[src/rtl/sdram_arbiter_if.sv]
// Requester / sequencer bundle seen by sdram_arbiter.
// Handshake: rd_req/wr_req are levels held (with a stable address) until the one-cycle
// rd_ack/wr_ack; op_start is a one-cycle pulse answered later by a one-cycle op_done.
interface sdram_arbiter_if;
    logic        init_done;
    logic        rd_req;
    logic [23:0] rd_addr;
    logic        rd_ack;
    logic        wr_req;
    logic [23:0] wr_addr;
    logic        wr_ack;
    logic        op_start;
    logic        op_ref;
    logic        op_r_wn;
    logic [23:0] op_addr;
    logic        op_done;
    logic        busy;
    logic        ref_ovf;
    logic [2:0]  state;

    modport master (
        input  init_done, rd_req, rd_addr, wr_req, wr_addr, op_done,
        output rd_ack, wr_ack, op_start, op_ref, op_r_wn, op_addr, busy, ref_ovf, state
    );
    modport slave (
        output init_done, rd_req, rd_addr, wr_req, wr_addr, op_done,
        input  rd_ack, wr_ack, op_start, op_ref, op_r_wn, op_addr, busy, ref_ovf, state
    );
endinterface

[src/rtl/sdram_arbiter.sv]
// SDRAM request scheduler: periodic refresh, one read and one write requester.
// Define SDRAM_ARB_RR_EN for read/write round-robin; default is read-over-write priority.
module sdram_arbiter #(
    parameter int unsigned REF_PERIOD = 781
) (
    input  logic            clk,
    input  logic            rst_n,
    sdram_arbiter_if.master bus
);
    typedef enum logic [2:0] {
        S_WAIT_INIT = 3'd0,
        S_IDLE      = 3'd1,
        S_REF       = 3'd2,
        S_RD        = 3'd3,
        S_WR        = 3'd4,
        S_ACK       = 3'd5
    } state_t;

    localparam logic [15:0] REF_LAST = 16'(REF_PERIOD - 1);

    state_t      state;
    logic [15:0] ref_cnt;
    logic        ref_pend;
    logic        ref_wrap;
    logic        pick_rd;
    logic        any_req;
    logic        rd_ack;
    logic        wr_ack;
    logic        op_start;
    logic        op_ref;
    logic        op_r_wn;
    logic [23:0] op_addr;
    logic        busy;
    logic        ref_ovf;

    assign ref_wrap = (state != S_WAIT_INIT) && (ref_cnt == REF_LAST);
    assign any_req  = bus.rd_req | bus.wr_req;

`ifdef SDRAM_ARB_RR_EN
    logic last_rd;  // 1 = read was served last; reset to write so read wins first contention

    assign pick_rd = bus.rd_req && !(bus.wr_req && last_rd);

    always_ff @(posedge clk or negedge rst_n) begin
        if (!rst_n) begin
            last_rd <= 1'b0;
        end else if (state == S_IDLE && !ref_pend && any_req) begin
            last_rd <= pick_rd;
        end
    end
`else
    assign pick_rd = bus.rd_req;
`endif

    // A wrap that lands on the REF grant edge re-arms ref_pend (set beats clear).
    always_ff @(posedge clk or negedge rst_n) begin
        if (!rst_n) begin
            ref_cnt  <= '0;
            ref_pend <= 1'b0;
            ref_ovf  <= 1'b0;
        end else begin
            if (state == S_WAIT_INIT || ref_wrap) ref_cnt <= '0;
            else                                  ref_cnt <= ref_cnt + 16'd1;
            if (ref_wrap) begin
                ref_pend <= 1'b1;
                if (ref_pend) ref_ovf <= 1'b1;
            end else if (state == S_IDLE) begin
                ref_pend <= 1'b0;
            end
        end
    end

    always_ff @(posedge clk or negedge rst_n) begin
        if (!rst_n) begin
            state    <= S_WAIT_INIT;
            rd_ack   <= 1'b0;
            wr_ack   <= 1'b0;
            op_start <= 1'b0;
            op_ref   <= 1'b0;
            op_r_wn  <= 1'b1;
            op_addr  <= '0;
            busy     <= 1'b1;
        end else begin
            op_start <= 1'b0;
            rd_ack   <= 1'b0;
            wr_ack   <= 1'b0;
            case (state)
                S_WAIT_INIT: begin
                    if (bus.init_done) begin
                        state <= S_IDLE;
                        busy  <= 1'b0;
                    end
                end
                S_IDLE: begin
                    if (ref_pend) begin
                        state    <= S_REF;
                        op_start <= 1'b1;
                        op_ref   <= 1'b1;
                        busy     <= 1'b1;
                    end else if (any_req) begin
                        state    <= pick_rd ? S_RD : S_WR;
                        op_start <= 1'b1;
                        op_r_wn  <= pick_rd;
                        op_addr  <= pick_rd ? bus.rd_addr : bus.wr_addr;
                        busy     <= 1'b1;
                    end
                end
                S_REF: begin
                    if (bus.op_done) begin
                        state  <= S_IDLE;
                        op_ref <= 1'b0;
                        busy   <= 1'b0;
                    end
                end
                S_RD, S_WR: begin
                    if (bus.op_done) begin
                        state  <= S_ACK;
                        rd_ack <= op_r_wn;
                        wr_ack <= !op_r_wn;
                    end
                end
                S_ACK: begin
                    state <= S_IDLE;
                    busy  <= 1'b0;
                end
                default: begin
                    state <= S_WAIT_INIT;
                    busy  <= 1'b1;
                end
            endcase
        end
    end

    assign bus.rd_ack   = rd_ack;
    assign bus.wr_ack   = wr_ack;
    assign bus.op_start = op_start;
    assign bus.op_ref   = op_ref;
    assign bus.op_r_wn  = op_r_wn;
    assign bus.op_addr  = op_addr;
    assign bus.busy     = busy;
    assign bus.ref_ovf  = ref_ovf;
    assign bus.state    = state;
endmodule

[src/flat_wrapper.sv]
// flat-port wrapper written by rule: the top's interface ports become plain ports
module sdram_arbiter_flat 
#(
    parameter int unsigned REF_PERIOD = 781
)
  (clk, rst_n, bus_init_done, bus_rd_req, bus_rd_addr, bus_wr_req, bus_wr_addr, bus_op_done, bus_rd_ack, bus_wr_ack, bus_op_start, bus_op_ref, bus_op_r_wn, bus_op_addr, bus_busy, bus_ref_ovf, bus_state);
  sdram_arbiter_if bus_i ();
  input  logic clk;
  input  logic rst_n;
  input wire logic [$bits(bus_i.init_done)-1:0] bus_init_done;
  input wire logic [$bits(bus_i.rd_req)-1:0] bus_rd_req;
  input wire logic [$bits(bus_i.rd_addr)-1:0] bus_rd_addr;
  input wire logic [$bits(bus_i.wr_req)-1:0] bus_wr_req;
  input wire logic [$bits(bus_i.wr_addr)-1:0] bus_wr_addr;
  input wire logic [$bits(bus_i.op_done)-1:0] bus_op_done;
  output wire logic [$bits(bus_i.rd_ack)-1:0] bus_rd_ack;
  output wire logic [$bits(bus_i.wr_ack)-1:0] bus_wr_ack;
  output wire logic [$bits(bus_i.op_start)-1:0] bus_op_start;
  output wire logic [$bits(bus_i.op_ref)-1:0] bus_op_ref;
  output wire logic [$bits(bus_i.op_r_wn)-1:0] bus_op_r_wn;
  output wire logic [$bits(bus_i.op_addr)-1:0] bus_op_addr;
  output wire logic [$bits(bus_i.busy)-1:0] bus_busy;
  output wire logic [$bits(bus_i.ref_ovf)-1:0] bus_ref_ovf;
  output wire logic [$bits(bus_i.state)-1:0] bus_state;
  assign bus_i.init_done = bus_init_done;
  assign bus_i.rd_req = bus_rd_req;
  assign bus_i.rd_addr = bus_rd_addr;
  assign bus_i.wr_req = bus_wr_req;
  assign bus_i.wr_addr = bus_wr_addr;
  assign bus_i.op_done = bus_op_done;
  assign bus_rd_ack = bus_i.rd_ack;
  assign bus_wr_ack = bus_i.wr_ack;
  assign bus_op_start = bus_i.op_start;
  assign bus_op_ref = bus_i.op_ref;
  assign bus_op_r_wn = bus_i.op_r_wn;
  assign bus_op_addr = bus_i.op_addr;
  assign bus_busy = bus_i.busy;
  assign bus_ref_ovf = bus_i.ref_ovf;
  assign bus_state = bus_i.state;
  sdram_arbiter #(.REF_PERIOD(REF_PERIOD)) u_core (.clk(clk), .rst_n(rst_n), .bus(bus_i));
endmodule
[config.mk]
export PLATFORM = sky130hd
export DESIGN_NAME = sdram_arbiter_flat
export DESIGN_NICKNAME = d
export VERILOG_FILES = /design/src/rtl/sdram_arbiter_if.sv /design/src/rtl/sdram_arbiter.sv /design/src/flat_wrapper.sv
export SDC_FILE = /design/constraint.sdc
export NUM_CORES = 1
export LEC_CHECK = 0
export BUFFER_PORTS_ARGS = -buffer_cell sky130_fd_sc_hd__buf_4
export CORE_ASPECT_RATIO = 0.9
export CORE_MARGIN = 2
export CORE_UTILIZATION = 46
export CTS_BUF_LIST = sky130_fd_sc_hd__clkbuf_8
export DETAILED_ROUTE_END_ITERATION = 6
export PLACE_DENSITY = 0.83
export RECOVER_POWER = 50
export SETUP_SLACK_MARGIN = 0.05
export SLEW_MARGIN = 20
export SYNTH_ARGS = -nofsm -noshare
export SYNTH_HDL_FRONTEND = slang
export SYNTH_SLANG_ARGS = --single-unit
[constraint.sdc]
create_clock -name clk -period 1.7 [get_ports clk]
set_clock_uncertainty 0.15 [all_clocks]
set_input_delay 0.085 -clock clk [delete_from_list [all_inputs] [get_ports clk]]
set_output_delay 0.085 -clock clk [all_outputs]
set_load 0.005 [all_outputs]
* Word-level counts from Yosys, hierarchy flattened
Cells that the tools add are included.
** Storage, ports and cells
- Logic and storage cells :: 64
- Register bits after elaboration :: 51
** Cells by class
- Reduce and logical (&&, ||, !) cells :: 13
- Multiplexer cells :: 25
- Bitwise gates (word level) :: 3
- $add $sub $neg :: 1
- Equal/unequal tests :: 11
** Operator list (number)
- $mux W24 :: 1
- $mux W3 :: 6
- $add A16 B1 Y16 const B :: 1
- $eq A16 B10 Y1 const B :: 1
- $mux W16 :: 1
- $pmux W3 S5 :: 1
- $mux W1 :: 14
- $reduce_and A4 Y1 :: 2
- $eq A3 B2 Y1 const B :: 2
- $eq A3 B3 Y1 const B :: 2
- $ne A2 B2 Y1 const B :: 3
- $reduce_and A3 Y1 :: 2
- $pmux W1 S5 :: 1
- $reduce_bool A2 Y1 :: 2
- $eq A3 B1 Y1 const B :: 1
- $logic_not A3 Y1 :: 1
- $ne A3 B1 Y1 const B :: 1
- $reduce_bool A3 Y1 :: 1
- $ne A2 B1 Y1 const B :: 1
- $not A1 Y1 :: 2
- $pmux W1 S2 :: 1
- $reduce_and A2 Y1 :: 1
- $reduce_or A2 Y1 :: 1
- $logic_and A1 B1 Y1 :: 1
- other kinds (3) :: 3

* Longest topological paths before layout
- Depth after elaboration :: 4
- Mapped depth :: 8
- Mapped depth without buffers :: 6

* Least setup slack after synthesis
OpenSTA, ideal clock, no wires.
- Kind :: reg-to-reg
- Start :: register u_core.ref_pend
- End :: register u_core.op_addr[0], in the netlist u_core.bus.op_addr[0]
- Stages on the path, launching flop included :: 7
- Data arrival time :: 1.557 ns
- Slack :: -0.130 ns
- Data required time :: 1.427 ns
- Cells stage by stage :: dfrtp_1 -> clkbuf_1 -> or4b_1 -> a21oi_1 -> buf_4 -> buf_4 -> a21oi_1
** Between the ends
- Longest elaborated chain between the ends :: 2
** Ends and longest elaborated chain
- start, declared :: RTL line sdram_arbiter.sv:23 : logic ref_pend;
- start signal, assigned :: RTL line sdram_arbiter.sv:59 : ref_pend <= 1'b0;
- start signal, assigned :: RTL line sdram_arbiter.sv:65 : ref_pend <= 1'b1;
- start signal, assigned :: RTL line sdram_arbiter.sv:68 : ref_pend <= 1'b0;
- $not A1 Y1 (no source line)
- $reduce_and A3 Y1 (no source line)
- end signal, assigned :: RTL line sdram_arbiter.sv:104 : op_addr <= pick_rd ? bus.rd_addr : bus.wr_addr;
- end, declared :: RTL line sdram_arbiter.sv:32 : logic [23:0] op_addr;
Every way passes these cells.
A chain may end at the register's enable or synchronous reset.

* Worst setup path in the final report
- Start :: register u_core.ref_pend
- End :: register u_core.op_addr[9], in the netlist u_core.bus.op_addr[9]
Same word-level chain as after synthesis.

==> results by group <==
Outcome
  – Status: finished, violations left
  – Violated checks: negative setup slack

Final layout
  – Share of cells above drive strength 1: between 40% and 50%
  – Synth-to-Final Area Change: 78.14%
  – Post-route insts no fill: between 400 and 500
  – Layout net count: ~470
  – Diode count: 0

Synth
  – Adder-cell share of the synthesized area: under 10%
  – Area leader, netlist: dfrtp_1
  – Top FF cell, synth: dfrtp_1
  – Post-Syn Area per Cell: ~10 sq um
  – Number of enable flip-flop cells after synthesis: 0
  – Most common cell in the synthesized netlist: nor2_1
  – Mapped Nets: between 300 and 400
  – Yosys top cell area share: 49.60%
  – Synth async-reset ratio: between 90% and 100%
  – Ys Warns: 0
  – Synth Register Bits: 51
  – Multiplexer area fraction after synthesis: just over 10%
  – Largest cells by area after synthesis: dfrtp_1 (50%), mux2i_1 (10%), nor2_1 (7.7%), a21oi_1 (6.9%), xor2_1 (2.8%)
  – Post-synthesis simple-gate area fraction: between 10% and 20%
  – Post-synthesis compound-gate area fraction: 10.17%
  – Post-synthesis sequential area ratio: 51.72%
  – Cell Area, Synth: 2472 sq um
  – Largest family of logic cells by synthesized area: simple AND/OR/NAND/NOR gates
  – Post-Syn Instances: roughly 250
  – Commonest cells in the netlist: nor2_1 (51), dfrtp_1 (49), a21oi_1 (34)
  – Synth Area in XOR/XNOR: under 10%
  – Unique masters post-synth: 38

Placement
  – Placed Cells incl. Taps: just over 400
  – Gpl congestion: about 0.84
  – DP Worst Slack: -0.07791 ns
  – HPWL Detailed: 4.191 mm
  – Port buffer count: 87

Timing
  – Setup TNS: -4.677 ns
  – Slew HR: 23.32%
  – Setup violators final: 42
  – Hold Vio Cnt, Final: 0
  – Fin crit period: ~1.9 ns
  – Count of pins over their slew limit: 0
  – PnR worst setup slack: -0.2070 ns
  – Max Freq: around 520 MHz
  – Period utilization: 112.2%
  – RSZ-0062 raised after global routing: true
  – Worst-Margin Slew: between 1 and 1.5 ns

Setup path
  – Crit path cell chain: or4b_4 -> a21oi_4 -> buf_12 -> nor2_2 -> a21oi_2
  – CP Launch Point: u_core.ref_pend
  – Worst Path Max Fanout: 24
  – CP max stage delay: 0.57 ns
  – Worst r2r src: u_core.ref_pend
  – CP arrival: ~2.0 ns
  – CP Depth: 5
  – Crit Path Category: flip-flop to flip-flop
  – R2r endpoint: u_core.bus.op_addr[9]
  – Nature of the critical path endpoint: flip-flop
  – CP required: approximately 1.8 ns
  – Nature of the critical path startpoint: flip-flop
  – Setup crit end: u_core.bus.op_addr[9]
  – CP Buf/Inv Count: 1
  – Worst-path cell with the longest stage delay: or4b_4
  – R2r setup slk: -0.21 ns
  – FF-to-FF path depth: 5
  – Critical path's top delay family: simple AND/OR/NAND/NOR gates

Drt
  – Final wirelength: between 10 and 15 mm
  – DR iter-0 viols: 248
  – 1st-pass router iterations: 5
  – Via/cell ratio: roughly 6
  – WL/cell: 21.74 microns
  – Vias after detailed routing: 2834
  – Post-DRT Antenna Nets: 0
  – DRC: 0

Pwr
  – VDD IR max: roughly 1300 uV
  – P per Cell Area: ~1400 nW/um^2
  – Leak pwr: between 1.5 and 2 nW

Clocking
  – CTS Buf Count: 5
  – Reg clk slew, reported paths: between 0.1 and 0.15 ns
  – Clock root buffer: clkbuf_8
  – Clk sink count: between 50 and 60
  – Clock Latency Late Sink: ~0.33 ns
  – Clock buffer depth: 2
  – # H-tree levels: 2
  – CTS tree: built

Global routing
  – Grt ovf: 0
  – Initial antenna violation count: 0
  – Largest net degree at the start of global routing: 52
  – Number of global-route vias before repair: 2772
  – Gr usage total: approximately 29%
  – First-pass GRT wire length: ~13 mm

Die
  – Initial Util: roughly 47%
  – Die area: approximately 6000 sq um
  – Die Y: around 74 microns
  – Row count: 25
  – Core area: 5224 sq um
  – Die X-Extent: about 80 microns
  – Io pins: 88

Min path
  – Worst hold path class: primary input to flip-flop
  – HP Start: bus_rd_req

Job
  – Max-cap viol count: 0
## metrics by stage
step	instance area, sq um	power [W]	hold slack, ns	utilization [%]
2_1_floorplan	2526	0.003093	-0.3606	-
3_3_place_gp	3312	0.003979	-0.005605	63.40
3_5_place_dp	3312	0.004098	0.00009431	63.40
4_1_cts	4033	0.005351	0.002657	77.20
5_1_grt	4404	0.006628	0.01815	84.31
6_report	4404	0.006341	0.005656	84.31
## metal layers
layer | global-route usage [%] | routed length [microns] | vias to the layer above
met5 | 0 | 0 | -
met4 | 18.08 | 660 | 0
met3 | 6.634 | 793 | 64
met2 | 52.00 | 5448 | 191
met1 | 29.97 | 3469 | 1395
li1 | - | - | 1184
## power by group
part	internal, W	switching, W	total [W]
Sequential	0.00166	0.000330	0.00198
Combinational	0.00175	0.00172	0.00347
Clock	0.000434	0.000447	0.000881
## layout by cell type (no fill, tap or decap), types with 6 or more instances in the layout
cell           Yosys  routed
a21oi_1           34      14
a21oi_2            0      18
buf_4              4     104
dfrtp_1           49      47
dlygate4sd3_1      0      51
inv_1              8       9
mux2i_1           25      25
nand2_1            6       6
nand3_1            6       6
nor2_1            51      31
nor2_4             0      15
xor2_1             8       7
## final cells by class
cell class / count / area, sq um
clock buffers: 5 / 68.82
clock inverters: 3 / 41.29
fillers: 236 / 819.5
inverters: 8 / 30.03
multi-input cells: 177 / 1390
flip-flops and latches: 51 / 1281
well taps: 67 / 83.83
repair buffers: 166 / 1509
## worst min-delay path by stage
stage / slack (ns) / cells after the start / to
floorplan: -0.36 / 0 / u_core.bus.op_addr[0]
global placement: -0.006 / 1 / u_core.ref_cnt[0]
detailed placement: 0.00009 / 1 / u_core.ref_cnt[2]
CTS: 0.003 / 3 / u_core.bus.op_r_wn
global route: 0.02 / 3 / u_core.bus.op_r_wn
finish: 0.006 / 3 / u_core.bus.op_r_wn
## registers in the layout, indices dropped and copies added (netlist names)
register / cells
u_core.bus.op_start: 1
u_core.bus.ref_ovf: 1
u_core.bus.wr_ack: 1
u_core.ref_cnt: 16
u_core.bus.state: 3
u_core.bus.op_r_wn: 1
u_core.bus.op_ref: 1
u_core.bus.rd_ack: 1
u_core.bus.op_addr: 24
u_core.bus.busy: 1
u_core.ref_pend: 1
## worst reg2reg max path: stages, from the launching register on
cell	delay, ns
dfrtp_1	0.42
or4b_4	0.57
a21oi_4	0.21
buf_12	0.21
nor2_2	0.06
a21oi_2	0.20
## cell families after synthesis
kind of cell               Yosys count
adders and majority gates            2
AOI/OAI and AO/OA                   46
DFF                                 51
muxes                               25
buffers and inverters               23
and+or+nand+nor                     91
xor gates and xnor gates            13
## timing repair
item | 4_1_cts | 5_1_grt
hold endpoints to repair | 76 | 1
gates resized for setup | 6 | 67
endpoints found under the setup margin | 40 | 43
setup buffers | 4 | 2
hold buffers | 50 | 2
pin swaps | 5 | 20
gates cloned | 2 | 3
Power figures use the tool's default switching activity.
